$ cat src/rtl/rgb_fade_sequencer.sv
// -----------------------------------------------------------------------------
// rgb_fade_sequencer
//
// Purpose:
//   Drives the 8-bit R/G/B duty-cycle inputs of the RGB PWM controller from a
//   small writable colour palette. Each channel ramps by +/-1 per step tick
//   toward the current palette entry. Once all three channels match, the colour
//   is held for HOLD_CYCLES. The sequencer then advances to the next entry and
//   wraps from the last entry back to entry 0.
//
// Ports:
//   clk_in      system clock
//   rst_in      asynchronous, active-high reset
//   start_in    1-cycle pulse, starts the sequence at palette[0] (IDLE only)
//   stop_in     1-cycle pulse, returns to IDLE and freezes the colour outputs
//   wr_en_in    palette write strobe
//   wr_addr_in  palette write address (out-of-range addresses are dropped)
//   wr_data_in  palette word {R[23:16], G[15:8], B[7:0]}
//   r_out       red duty cycle
//   g_out       green duty cycle
//   b_out       blue duty cycle
//   idx_out     palette index currently targeted
//   busy_out    1 while fading or holding
//
// States:
//   state | meaning
//   IDLE  | outputs frozen, waiting for start_in
//   FADE  | ramping each channel one step per tick toward tgt
//   HOLD  | target reached, dwelling HOLD_CYCLES before the next entry
// -----------------------------------------------------------------------------
module rgb_fade_sequencer #(
  parameter int NUM_COLORS  = 4,
  parameter int STEP_CYCLES = 1000,
  parameter int HOLD_CYCLES = 50000
) (
  input  logic                          clk_in,
  input  logic                          rst_in,
  input  logic                          start_in,
  input  logic                          stop_in,
  input  logic                          wr_en_in,
  input  logic [$clog2(NUM_COLORS)-1:0] wr_addr_in,
  input  logic [23:0]                   wr_data_in,
  output logic [7:0]                    r_out,
  output logic [7:0]                    g_out,
  output logic [7:0]                    b_out,
  output logic [$clog2(NUM_COLORS)-1:0] idx_out,
  output logic                          busy_out
);

  localparam int IW = $clog2(NUM_COLORS);
  localparam int SW = (STEP_CYCLES > 1) ? $clog2(STEP_CYCLES) : 1;
  localparam int HW = (HOLD_CYCLES > 1) ? $clog2(HOLD_CYCLES) : 1;

  localparam logic [SW-1:0] STEP_LAST = SW'(STEP_CYCLES - 1);
  localparam logic [HW-1:0] HOLD_LAST = HW'(HOLD_CYCLES - 1);
  localparam logic [IW-1:0] IDX_LAST  = IW'(NUM_COLORS - 1);

  typedef enum logic [1:0] {
    IDLE = 2'd0,
    FADE = 2'd1,
    HOLD = 2'd2
  } state_t;

  state_t         state_q, state_d;
  logic [IW-1:0]  idx_q, idx_d;
  logic [23:0]    tgt_q, tgt_d;
  logic [SW-1:0]  step_q, step_d;
  logic [HW-1:0]  hold_q, hold_d;
  logic [7:0]     r_q, r_d;
  logic [7:0]     g_q, g_d;
  logic [7:0]     b_q, b_d;
  logic           busy_q, busy_d;
  logic [23:0]    palette_q [NUM_COLORS];

  logic           at_tgt;
  logic [IW-1:0]  idx_next;

  // One step toward the target. Saturation is implicit: a channel only moves
  // when it differs from the target, so it can never pass 0 or 255.
  function automatic logic [7:0] step_toward(input logic [7:0] cur,
                                             input logic [7:0] tgt);
    if (cur < tgt) begin
      return cur + 8'd1;
    end else if (cur > tgt) begin
      return cur - 8'd1;
    end else begin
      return cur;
    end
  endfunction

  assign at_tgt   = ({r_q, g_q, b_q} == tgt_q);
  assign idx_next = (idx_q == IDX_LAST) ? '0 : idx_q + 1'b1;

  // Palette: writes are allowed in every state. The active colour lives in
  // tgt_q, so rewriting the active entry only matters on its next visit.
  always_ff @(posedge clk_in or posedge rst_in) begin
    if (rst_in) begin
      for (int i = 0; i < NUM_COLORS; i++) begin
        palette_q[i] <= '0;
      end
    end else begin
      for (int i = 0; i < NUM_COLORS; i++) begin
        if (wr_en_in && (wr_addr_in == IW'(i))) begin
          palette_q[i] <= wr_data_in;
        end
      end
    end
  end

  always_ff @(posedge clk_in or posedge rst_in) begin
    if (rst_in) begin
      state_q <= IDLE;
      idx_q   <= '0;
      tgt_q   <= '0;
      step_q  <= '0;
      hold_q  <= '0;
      r_q     <= '0;
      g_q     <= '0;
      b_q     <= '0;
      busy_q  <= 1'b0;
    end else begin
      state_q <= state_d;
      idx_q   <= idx_d;
      tgt_q   <= tgt_d;
      step_q  <= step_d;
      hold_q  <= hold_d;
      r_q     <= r_d;
      g_q     <= g_d;
      b_q     <= b_d;
      busy_q  <= busy_d;
    end
  end

  always_comb begin
    state_d = state_q;
    idx_d   = idx_q;
    tgt_d   = tgt_q;
    step_d  = step_q;
    hold_d  = hold_q;
    r_d     = r_q;
    g_d     = g_q;
    b_d     = b_q;

    // stop wins over everything, including a coincident start or step tick;
    // the colour and index registers simply keep their values.
    if (stop_in) begin
      state_d = IDLE;
    end else begin
      unique case (state_q)
        IDLE: begin
          if (start_in) begin
            state_d = FADE;
            idx_d   = '0;
            tgt_d   = palette_q[0];
            step_d  = '0;
          end
        end

        FADE: begin
          if (at_tgt) begin
            state_d = HOLD;
            hold_d  = '0;
          end else if (step_q == STEP_LAST) begin
            step_d = '0;
            r_d    = step_toward(r_q, tgt_q[23:16]);
            g_d    = step_toward(g_q, tgt_q[15:8]);
            b_d    = step_toward(b_q, tgt_q[7:0]);
          end else begin
            step_d = step_q + 1'b1;
          end
        end

        HOLD: begin
          if (hold_q == HOLD_LAST) begin
            state_d = FADE;
            idx_d   = idx_next;
            tgt_d   = palette_q[idx_next];
            step_d  = '0;
          end else begin
            hold_d = hold_q + 1'b1;
          end
        end

        default: begin
          state_d = IDLE;
        end
      endcase
    end

    busy_d = (state_d != IDLE);
  end

  assign r_out    = r_q;
  assign g_out    = g_q;
  assign b_out    = b_q;
  assign idx_out  = idx_q;
  assign busy_out = busy_q;

endmodule

$ cat config.mk
export PLATFORM = sky130hd
export DESIGN_NAME = rgb_fade_sequencer
export DESIGN_NICKNAME = d
export VERILOG_FILES = /design/src/rtl/rgb_fade_sequencer.sv
export SDC_FILE = /design/constraint.sdc
export NUM_CORES = 1
export LEC_CHECK = 0
export ABC_AREA = 0
export ABC_CLOCK_PERIOD_IN_PS = 10300
export CORE_MARGIN = 2
export CORE_UTILIZATION = 30
export DETAILED_ROUTE_END_ITERATION = 7
export HOLD_SLACK_MARGIN = 0.05
export PLACE_DENSITY = 0.46
export RECOVER_POWER = 50
export SYNTH_ARGS = -nofsm -noshare
export SYNTH_HDL_FRONTEND = slang
export SYNTH_SLANG_ARGS = --single-unit
$ cat constraint.sdc
create_clock -name clk_in -period 10.3 [get_ports clk_in]
set_clock_uncertainty 0.15 [all_clocks]
set_input_delay 2.575 -clock clk_in [delete_from_list [all_inputs] [get_ports clk_in]]
set_output_delay 2.575 -clock clk_in [all_outputs]
set_load 0.005 [all_outputs]
==> qor.csv, run 1 <==
stage;metric;value;unit
setup_path;crit_required;10640;ps
placed_design;dp.cells;1276;
run_status;violations;max-capacitance violations, max-slew violations;
pwr;power;1.81;mW
timing;worst_slew_pin_slew;3290;ps
routing;via_per_inst;4.88;
final_layout;drive_above_1_share;18.2;%
routing;routedWlPerCell;16.1;um
placed_design;dp_hpwl;14.2;mm
final_layout;n_antenna_cell;0;
clock_tree;clock_sinks;175;
setup_path;critical_path_class;in -> async;
die;die_x;177;um
final_layout;fin_util;35.9;%
logic_synthesis;yosys_warnings;0;
logic_synthesis;ys_async_sr_fraction;100;%
pwr;ir_drop;102;uV
flow_run;cap_violations;5;
timing;rsz0062_at_grt;no;
global_routing;use_met3;2.70;%
global_routing;use_met1;19.8;%
logic_synthesis;ys_seq_area_share;48.5;%
clock_tree;htree_levels;4;
final_layout;stdcell_count;1308;
logic_synthesis;synth-simple-area-share;12.3;%
clock_tree;ctsRootBufferMaster;clkbuf_16;
global_routing;grt_max_degree;73;
placed_design;dp_slack;5370;ps
final_layout;nNetsFinal;984;
pwr;p_comb_share;15.5;%
placed_design;gp_congestion;0.735;
clock_tree;cts_resized;0;
min_path;hold_class;reg -> reg;
logic_synthesis;synth-xor-area-share;3.01;%
pwr;seq_power_share;46.4;%
pwr;power.share.clock;38.1;%
timing;hold_viol;0;
global_routing;grt_pass1_wl;35.1;mm
global_routing;antenna_found_initial;0;
setup_path;critPathSlowestCell;clkinvlp_2;
global_routing;grt.busiest_layer;met2;
global_routing;grt_pass1_vias;6383;
logic_synthesis;synth_edf_count;0;
clock_tree;postCtsHoldBufs;0;
pwr;power_density;170;nW/um2
final_layout;final_common_cell;dfrtp_1;
routing;ant_nets;0;
placed_design;port-buffer-count;57;
final_layout;syn2layout_area_growth;18.0;%
logic_synthesis;synthAdderAreaFrac;6.90;%
die;dieArea;31500;um2
setup_path;max_stage_delay;1850;ps
setup_path;worstSetupStartpointType;primary input;
logic_synthesis;synth.ff_latch_count;175;
die;pin_count;58;
routing;drcViolationCount;0;
setup_path;crit_chain;dlygate4sd3_1 > clkinvlp_2 > buf_4;
timing;timing.final.crit_share;53.4;%
logic_synthesis;synthFlopType;dfrtp_1;
timing;finalCriticalPeriod;5500;ps
timing;whs;333;ps
setup_path;end_kind;asynchronous set/reset pin;
pwr;power.internal;1.32;mW
logic_synthesis;synth_area_per_cell;10.6;um2
pwr;p_leak;4.67;nW
routing;firstDrtPassIters;5;
clock_tree;clk_latency;430;ps
clock_tree;cts_buffers;17;
clock_tree;clk_pin_slew;70;ps
logic_synthesis;synth_cells;854;
routing;drt_iter0_markers;297;
final_layout;mostFrequentLayoutCells;dfrtp_1 (175), mux2_2 (114), nand2_1 (98), nor2_1 (59), clkdlybuf4s50_1 (53);
die;core-area;29600;um2
global_routing;grt_usage;14.3;%
logic_synthesis;synth_nets;933;
timing;max_slew_margin;-120;%
clock_tree;cts.path.max_buffers;2;
logic_synthesis;synth_compound_area_share;11.6;%
global_routing;grt_overflow;0;
timing;setup_tns;0;ps
timing;drv_slew;199;
logic_synthesis;syn_area;9020;um2
run_status;outcome;finished with violations;
timing;max_clock_freq;182;MHz
timing;setup_ws;4800;ps
die;start_util;30.5;%
pwr;swShare;27.2;%
die;rows;63;
timing;setup_violations;0;
routing;finalWirelength;21.1;mm
pwr;netSwitchingPower;0.491;mW
setup_path;worstPathMaxFanout;72;
clock_tree;post_cts_buffers;0;
clock_tree;cts_tree;done;
final_layout;nFillCells;3034;
logic_synthesis;synth.mux.area_fraction;14.3;%
die;die_h;177;um
final_layout;final_area;10600;um2
logic_synthesis;synthDistinctLibCells;52;
global_routing;gr-usage-met2;22.9;%
setup_path;crit_arrival;5850;ps
placed_design;placed_area;10000;um2
logic_synthesis;synth_top_family_by_area;multiplexers;
routing;dr_total_vias;6379;
[kinds of logic (layout without fill, tap and decap cells)]
group,Yosys count,after routing
AND/OR/NAND/NOR,241,241
flip-flops,175,175
AO/OA/AOI/OAI,167,167
multiplexers,115,115
buffers and inverters,77,141
adder cells (fa/ha/maj),48,48
XOR/XNOR,31,31
[final timing paths]
check,cells past startpoint,endpoint,slack [ps],start
min,2,tgt_q[1],330,tgt_q[1]
max in group clk_in,4,palette_q[89],5380,wr_addr_in[0]
max,3,palette_q[17],4800,rst_in
min reg2reg,2,tgt_q[1],330,tgt_q[1]
max reg2reg,12,r_out[7],6950,r_out[2]
min in group asynchronous,2,busy_out,3400,rst_in
[area by class of cell]
class / instances / area (um2) / area share (%)
clock buffers: 17 / 425 / 4.00
well taps: 390 / 488 / 4.58
clock inverters: 15 / 203 / 1.90
repair buffers: 70 / 649 / 6.10
flip-flops and latches: 175 / 4380 / 41.1
multi-input cells: 602 / 4350 / 40.9
inverters: 39 / 148 / 1.39
[layer usage]
layer	wire, um	vias up
li1	-	3151
met1	10700	3137
met2	9570	80
met3	664	11
met4	197	0
met5	0	-
[worst max-delay path, delay by kind of cell]
family	cells	cell delay, ps
buffers and inverters	3	3210
[sequential cells by signal, indices dropped and copies added, names as in the netlist]
name / count
b_out: 8
busy_out: 1
g_out: 8
hold_q: 16
idx_out: 2
palette_q: 96
r_out: 8
state_q: 2
step_q: 10
tgt_q: 24
[synthesized netlist by cell type, drive strengths merged (9+ instances only)]
| library cell | number | area, um2 |
|---|---|---|
| mux2 | 114 | 1280 |
| nand2 | 98 | 368 |
| nand4 | 9 | 56.3 |
| a21oi | 24 | 120 |
| xnor2 | 28 | 245 |
| nor3 | 10 | 50.1 |
| nor2 | 60 | 225 |
| nand3 | 22 | 110 |
| o22ai | 24 | 150 |
| a31oi | 28 | 175 |
| o21ai | 43 | 215 |
| ha | 45 | 563 |
| dfrtp | 175 | 4380 |
| inv | 39 | 146 |
| clkbuf | 35 | 131 |
[power groups by stage]
stage | logic (mW) | registers (mW) | clock network, mW
3_5_place_dp | 0.286 | 0.852 | 0
4_1_cts | 0.286 | 0.839 | 0.711
6_report | 0.281 | 0.839 | 0.689
5_1_grt | 0.322 | 0.853 | 0.735
2_1_floorplan | 0.216 | 0.837 | 0
3_3_place_gp | 0.281 | 0.849 | 0
Note: power is estimated with default switching activity, not from simulation.
==> inputs of run 2 (changes only) <==
Settings changed: ABC_CLOCK_PERIOD_IN_PS 10300 to 5050, PLACE_DENSITY 0.46 to 0.48.
Clock period 10.3 ns to 5.05 ns, I/O delays scaled along.
==> qor.csv, run 2 (same netlist as run 1, synthesis figures left out) <==
stage;metric;value;unit;change
pwr;power_density;341;nW/um2;was 170 nW/um2
final_layout;regMostFlops;palette_q;;unchanged
global_routing;antenna_found_initial;1;;was 0
clock_tree;cts.path.max_buffers;2;;unchanged
flow_run;cap_violations;4;;was 5
final_layout;reg.largest.list;palette_q (96), tgt_q (24), hold_q (16);;unchanged
clock_tree;post_cts_buffers;0;;unchanged
final_layout;drive_above_1_share;18.4;%;was 18.2%
routing;routedWlPerCell;16.1;um;about the same
routing;finalWirelength;21.2;mm;was 21.1 mm
clock_tree;clk_latency;430;ps;about the same
setup_path;worstSetupStartpointType;primary input;;unchanged
run_status;violations;max-capacitance violations, max-slew violations;;unchanged
clock_tree;cts_tree;done;;unchanged
timing;drv_slew;138;;was 199
placed_design;dp_slack;1500;ps;was 5370 ps
setup_path;crit_arrival;3680;ps;was 5850 ps
routing;drcViolationCount;0;;unchanged
setup_path;crit_required;5210;ps;was 10,640 ps
placed_design;gp_congestion;0.775;;was 0.735
clock_tree;cts_resized;0;;unchanged
final_layout;final_common_cell;dfrtp_1;;unchanged
timing;max_slew_margin;-31.1;%;was -120%
timing;setup_tns;0;ps;unchanged
pwr;ir_drop;218;uV;was 102 uV
setup_path;crit_chain;dlygate4sd3_1 > nand3_1 > clkbuf_1 > mux2_2;;was dlygate4sd3_1 > clkinvlp_2 > buf_4
die;die_h;177;um;unchanged
run_status;outcome;finished with violations;;unchanged
placed_design;dp_hpwl;14.1;mm;was 14.2 mm
placed_design;port-buffer-count;57;;unchanged
setup_path;critical_path_class;in -> reg;;was in -> async
routing;via_per_inst;4.89;;was 4.88
die;die_x;177;um;unchanged
setup_path;critPathSlowestCell;clkbuf_1;;was clkinvlp_2
timing;hold_viol;0;;unchanged
timing;timing.final.crit_share;69.7;%;
global_routing;grt_max_degree;75;;was 73
timing;finalCriticalPeriod;3520;ps;
clock_tree;htree_levels;4;;unchanged
final_layout;mostFrequentLayoutCells;dfrtp_1 (175), mux2_2 (114), nand2_1 (98), nor2_1 (59), clkdlybuf4s50_1 (54);;was dfrtp_1 (175), mux2_2 (114), nand2_1 (98), nor2_1 (59), clkdlybuf4s50_1 (53)
die;dieArea;31500;um2;unchanged
timing;worst_slew_pin_slew;1960;ps;was 3290 ps
global_routing;grt_pass1_vias;6523;;was 6,383
timing;max_clock_freq;284;MHz;
die;pin_count;58;;unchanged
routing;drt_iter0_markers;253;;was 297
clock_tree;cts_buffers;17;;unchanged
die;rows;63;;unchanged
routing;ant_nets;0;;unchanged
die;start_util;30.5;%;unchanged
clock_tree;clk_pin_slew;70;ps;about the same
die;core-area;29600;um2;unchanged
clock_tree;clock_sinks;175;;unchanged
routing;dr_total_vias;6401;;was 6,379
setup_path;path_delay_family;buffers and inverters;;unchanged
pwr;seq_power_share;47.1;%;was 46.4%
timing;setup_ws;1530;ps;was 4800 ps
timing;setup_violations;0;;unchanged
setup_path;max_stage_delay;1270;ps;was 1850 ps
final_layout;nNetsFinal;985;;was 984
pwr;power.internal;2.65;mW;was 1.32 mW
timing;rsz0062_at_grt;no;;unchanged
pwr;netSwitchingPower;0.982;mW;was 0.491 mW
clock_tree;postCtsHoldBufs;0;;unchanged
setup_path;end_kind;flip-flop;;was asynchronous set/reset pin
final_layout;syn2layout_area_growth;18.1;%;was 18.0%
min_path;hold_class;reg -> reg;;unchanged
setup_path;worstPathMaxFanout;24;;was 72
setup_path;critical_path_buf_inv_count;2;;was 3
final_layout;nFillCells;3017;;was 3,034
final_layout;final_area;10700;um2;was 10,600 um2
global_routing;grt_pass1_wl;35.3;mm;was 35.1 mm
final_layout;largest_reg_flops;96;;unchanged
pwr;swShare;27.1;%;was 27.2%
pwr;p_comb_share;15.9;%;was 15.5%
global_routing;grt_usage;14.3;%;about the same
global_routing;grt_overflow;0;;unchanged
routing;firstDrtPassIters;5;;unchanged
pwr;p_leak;4.68;nW;was 4.67 nW
pwr;power.share.clock;37.0;%;was 38.1%
placed_design;placed_area;10100;um2;was 10,000 um2
clock_tree;ctsRootBufferMaster;clkbuf_16;;unchanged
## run 2: path summary, 6_finish.rpt
kind	cells after the start	slack, ps	endpoint	start
setup / recovery	4	1530	palette_q[3]	wr_addr_in[0]
hold / removal	2	330	tgt_q[5]	tgt_q[5]
hold reg to reg	2	330	tgt_q[5]	tgt_q[5]
setup reg to reg	12	1700	b_out[7]	b_out[6]
min in group asynchronous	2	1620	r_out[1]	rst_in
max in group asynchronous	3	2010	hold_q[7]	rst_in
## run 2: worst register-to-register path, stage by stage (launching register included)
cell	delay (ps)
dfrtp_1	440
ha_1	350
a21oi_1	130
nand2_1	60
a21oi_1	290
nand2_1	280
ha_1	360
a21oi_1	190
o211ai_1	150
o41a_1	350
and3_1	190
o211ai_1	200
xnor2_1	140
## run 2: final cells by class
| type | count | area (um2) | share of cell area, % |
|---|---|---|---|
| inverters | 39 | 148 | 1.39 |
| clock inverters | 13 | 153 | 1.43 |
| multi-input cells | 602 | 4350 | 40.9 |
| well taps | 390 | 488 | 4.58 |
| clock buffers | 19 | 443 | 4.16 |
| diodes | 1 | 2.50 | 0.0235 |
| repair buffers | 71 | 689 | 6.47 |
| flip-flops and latches | 175 | 4380 | 41.1 |
## run 2: through the flow
stage                     utilization [%]  std cells  total power [mW]  hold slack, ps
after floorplan                         -        854              2.15             298
after global placement               34.0       1277              2.31             312
after detailed placement             34.0       1277              2.32             321
after CTS                            36.0       1309              3.69             337
after global routing                 36.0       1310              3.85             347
final                                36.0       1310              3.63             331
## run 2: power groups by stage
stage | Combinational (mW) | Clock (mW) | Sequential, mW
finish | 0.575 | 1.34 | 1.71
global route | 0.657 | 1.45 | 1.74
CTS | 0.586 | 1.39 | 1.71
detailed placement | 0.584 | 0 | 1.74
global placement | 0.576 | 0 | 1.73
floorplan | 0.440 | 0 | 1.71
## run 2: per-layer routing
layer	track usage (%)	up-vias	part of all wire, %	routed length (um)
li1	-	3153	-	-
met1	20.3	3136	50	10600
met2	22.1	95	45	9540
met3	2.78	17	3.9	823
met4	4.41	0	1.1	242
met5	0	-	0	0
==> inputs of run 3 (changes only) <==
Settings changed: ABC_CLOCK_PERIOD_IN_PS 5050 to 3200.
Clock period 5.05 ns to 3.2 ns, I/O delays scaled along.
==> qor.csv, run 3 (same netlist as run 1, synthesis figures left out) <==
stage;metric;value;unit;change
run_status;outcome;completed;;was finished with violations
placed_design;port-buffer-count;57;;unchanged
global_routing;grt_usage;14.7;%;was 14.3%
min_path;hold_class;reg -> reg;;unchanged
setup_path;ff2ff_path_depth;12;;unchanged
setup_path;critPathSlowestCell;dfrtp_1;;was clkbuf_1
die;start_util;30.5;%;unchanged
clock_tree;ctsRootBufferMaster;clkbuf_16;;unchanged
clock_tree;postCtsHoldBufs;0;;unchanged
global_routing;use_met3;2.63;%;was 2.78%
global_routing;use_met1;20.5;%;was 20.3%
global_routing;grt_pass1_vias;6660;;was 6,523
timing;setup_tns;0;ps;unchanged
die;dieArea;31500;um2;unchanged
clock_tree;cts_tree;done;;unchanged
setup_path;endpoint;r_out[7];;was palette_q[3]
die;rows;63;;unchanged
flow_run;cap_violations;0;;was 4
routing;firstDrtPassIters;4;;was 5
routing;drt_iter0_markers;303;;was 253
setup_path;crit_arrival;3210;ps;was 3680 ps
placed_design;gp_congestion;0.803;;was 0.775
setup_path;worstPathMaxFanout;6;;was 24
final_layout;nNetsFinal;1025;;was 985
timing;setup_ws;163;ps;was 1530 ps
final_layout;reg.largest.list;palette_q (96), tgt_q (24), hold_q (16);;unchanged
global_routing;grt_overflow;0;;unchanged
final_layout;syn2layout_area_growth;23.8;%;was 18.1%
pwr;p_leak;4.91;nW;was 4.68 nW
final_layout;regMostFlops;palette_q;;unchanged
timing;worst_slew_pin_slew;1260;ps;was 1960 ps
timing;max_slew_margin;16.2;%;was -31.1%
setup_path;cp_num_cells;12;;was 4
routing;routedWlPerCell;16.5;um;was 16.1 um
die;die_x;177;um;unchanged
final_layout;drive_above_1_share;24.2;%;was 18.4%
routing;ant_nets;0;;unchanged
timing;drv_slew;0;;was 138
setup_path;rr_startpoint;r_out[6];;was b_out[6]
timing;hold_viol;0;;unchanged
clock_tree;htree_levels;4;;unchanged
die;core-area;29600;um2;unchanged
clock_tree;clk_latency;440;ps;was 430 ps
setup_path;max_stage_delay;410;ps;was 1270 ps
global_routing;grt.busiest_layer;met2;;unchanged
setup_path;worstSetupStartpointType;flip-flop;;was primary input
setup_path;reg2reg_slack;160;ps;was 1700 ps
setup_path;critical_path_class;reg -> reg;;was in -> reg
setup_path;crit_required;3370;ps;was 5210 ps
die;die_h;177;um;unchanged
setup_path;critical_path_buf_inv_count;1;;was 2
timing;timing.final.crit_share;94.9;%;
global_routing;grt_max_degree;51;;was 75
setup_path;r2r_end;r_out[7];;was b_out[7]
setup_path;crit_top_cell;o211ai_1;;
placed_design;dp_slack;-69.1;ps;was 1500 ps
clock_tree;cts.path.max_buffers;2;;unchanged
global_routing;grt_pass1_wl;36.1;mm;was 35.3 mm
pwr;power_density;529;nW/um2;was 341 nW/um2
clock_tree;cts_buffers;17;;unchanged
routing;drcViolationCount;0;;unchanged
timing;finalCriticalPeriod;3040;ps;
global_routing;gr-usage-met2;23.3;%;was 22.1%
die;pin_count;58;;unchanged
setup_path;crit_path_start;r_out[6];;was wr_addr_in[0]
setup_path;end_kind;flip-flop;;unchanged
global_routing;antenna_found_initial;1;;unchanged
final_layout;mostFrequentLayoutCells;dfrtp_1 (175), mux2_2 (114), nand2_1 (95), nor2_1 (58), clkdlybuf4s50_1 (55);;was dfrtp_1 (175), mux2_2 (114), nand2_1 (98), nor2_1 (59), clkdlybuf4s50_1 (54)
pwr;power;5.91;mW;was 3.63 mW
timing;setup_violations;0;;unchanged
timing;max_clock_freq;329;MHz;
setup_path;crit_chain;ha_1 > a21o_1 > a21oi_1 > nand2_4 > buf_6 > ha_4 > nand3_1 > o211ai_1 > o41ai_2 > a21boi_2 > o211ai_1 > xnor2_1;;was dlygate4sd3_1 > nand3_1 > clkbuf_1 > mux2_2
pwr;ir_drop;319;uV;was 218 uV
routing;finalWirelength;22.3;mm;was 21.2 mm
final_layout;largest_reg_flops;96;;unchanged
final_layout;final_common_cell;dfrtp_1;;unchanged
clock_tree;clock_sinks;175;;unchanged
clock_tree;clk_pin_slew;80;ps;was 70 ps
timing;whs;333;ps;was 331 ps
setup_path;path_delay_family;compound AO/OA/AOI/OAI gates;;was buffers and inverters
placed_design;dp_hpwl;15.0;mm;was 14.1 mm
routing;dr_total_vias;6551;;was 6,401
routing;via_per_inst;4.85;;was 4.89
[run 3: worst min path at each step]
stage | endpoint | startpoint | cells past startpoint | slack (ps)
after floorplan | step_q[9] | step_q[9] | 1 | 300
after global placement | tgt_q[19] | tgt_q[19] | 2 | 310
final | tgt_q[6] | tgt_q[6] | 2 | 330
after CTS | step_q[9] | step_q[9] | 1 | 340
after global routing | tgt_q[15] | tgt_q[15] | 2 | 360
after detailed placement | tgt_q[21] | tgt_q[21] | 2 | 320
[run 3: through the flow]
stage / instance area [um2] / instances / util (%)
floorplan: 9030 / 854 / -
global placement: 10400 / 1312 / 35.0
detailed placement: 10400 / 1312 / 35.0
CTS: 11000 / 1344 / 37.2
global route: 11200 / 1350 / 37.7
finish: 11200 / 1350 / 37.7
[run 3: tightest hold or removal path, cell delays in order (launching register included)]
cell     delay [ps]
dfrtp_1         350
nand2_1          40
o21ai_0          60
[run 3: repair_timing]
action                                 in CTS  in global routing
endpoints found under the hold margin       0                  0
gates resized for setup                     2                 25
buffers inserted                            0                  5
setup endpoints to repair                   2                  7
pin swaps                                   0                  6
[run 3: layout make-up]
type	count	area [um2]
repair buffers	111	997
fillers	2978	18500
inverters	39	148
diodes	1	2.50
clock buffers	17	425
clock inverters	15	224
multi-input cells	602	4510
flip-flops and latches	175	4380
well taps	390	488
[run 3: power breakdown]
part	switching (mW)	internal, mW
clock	1.11	1.10
sequential	0.169	2.53
combinational	0.486	0.512
[run 3: metal layers]
metal	vias to the layer above	routed length, um
li1	3230	-
met3	12	637
met2	97	10400
met4	0	222
met1	3212	11000
met5	-	0
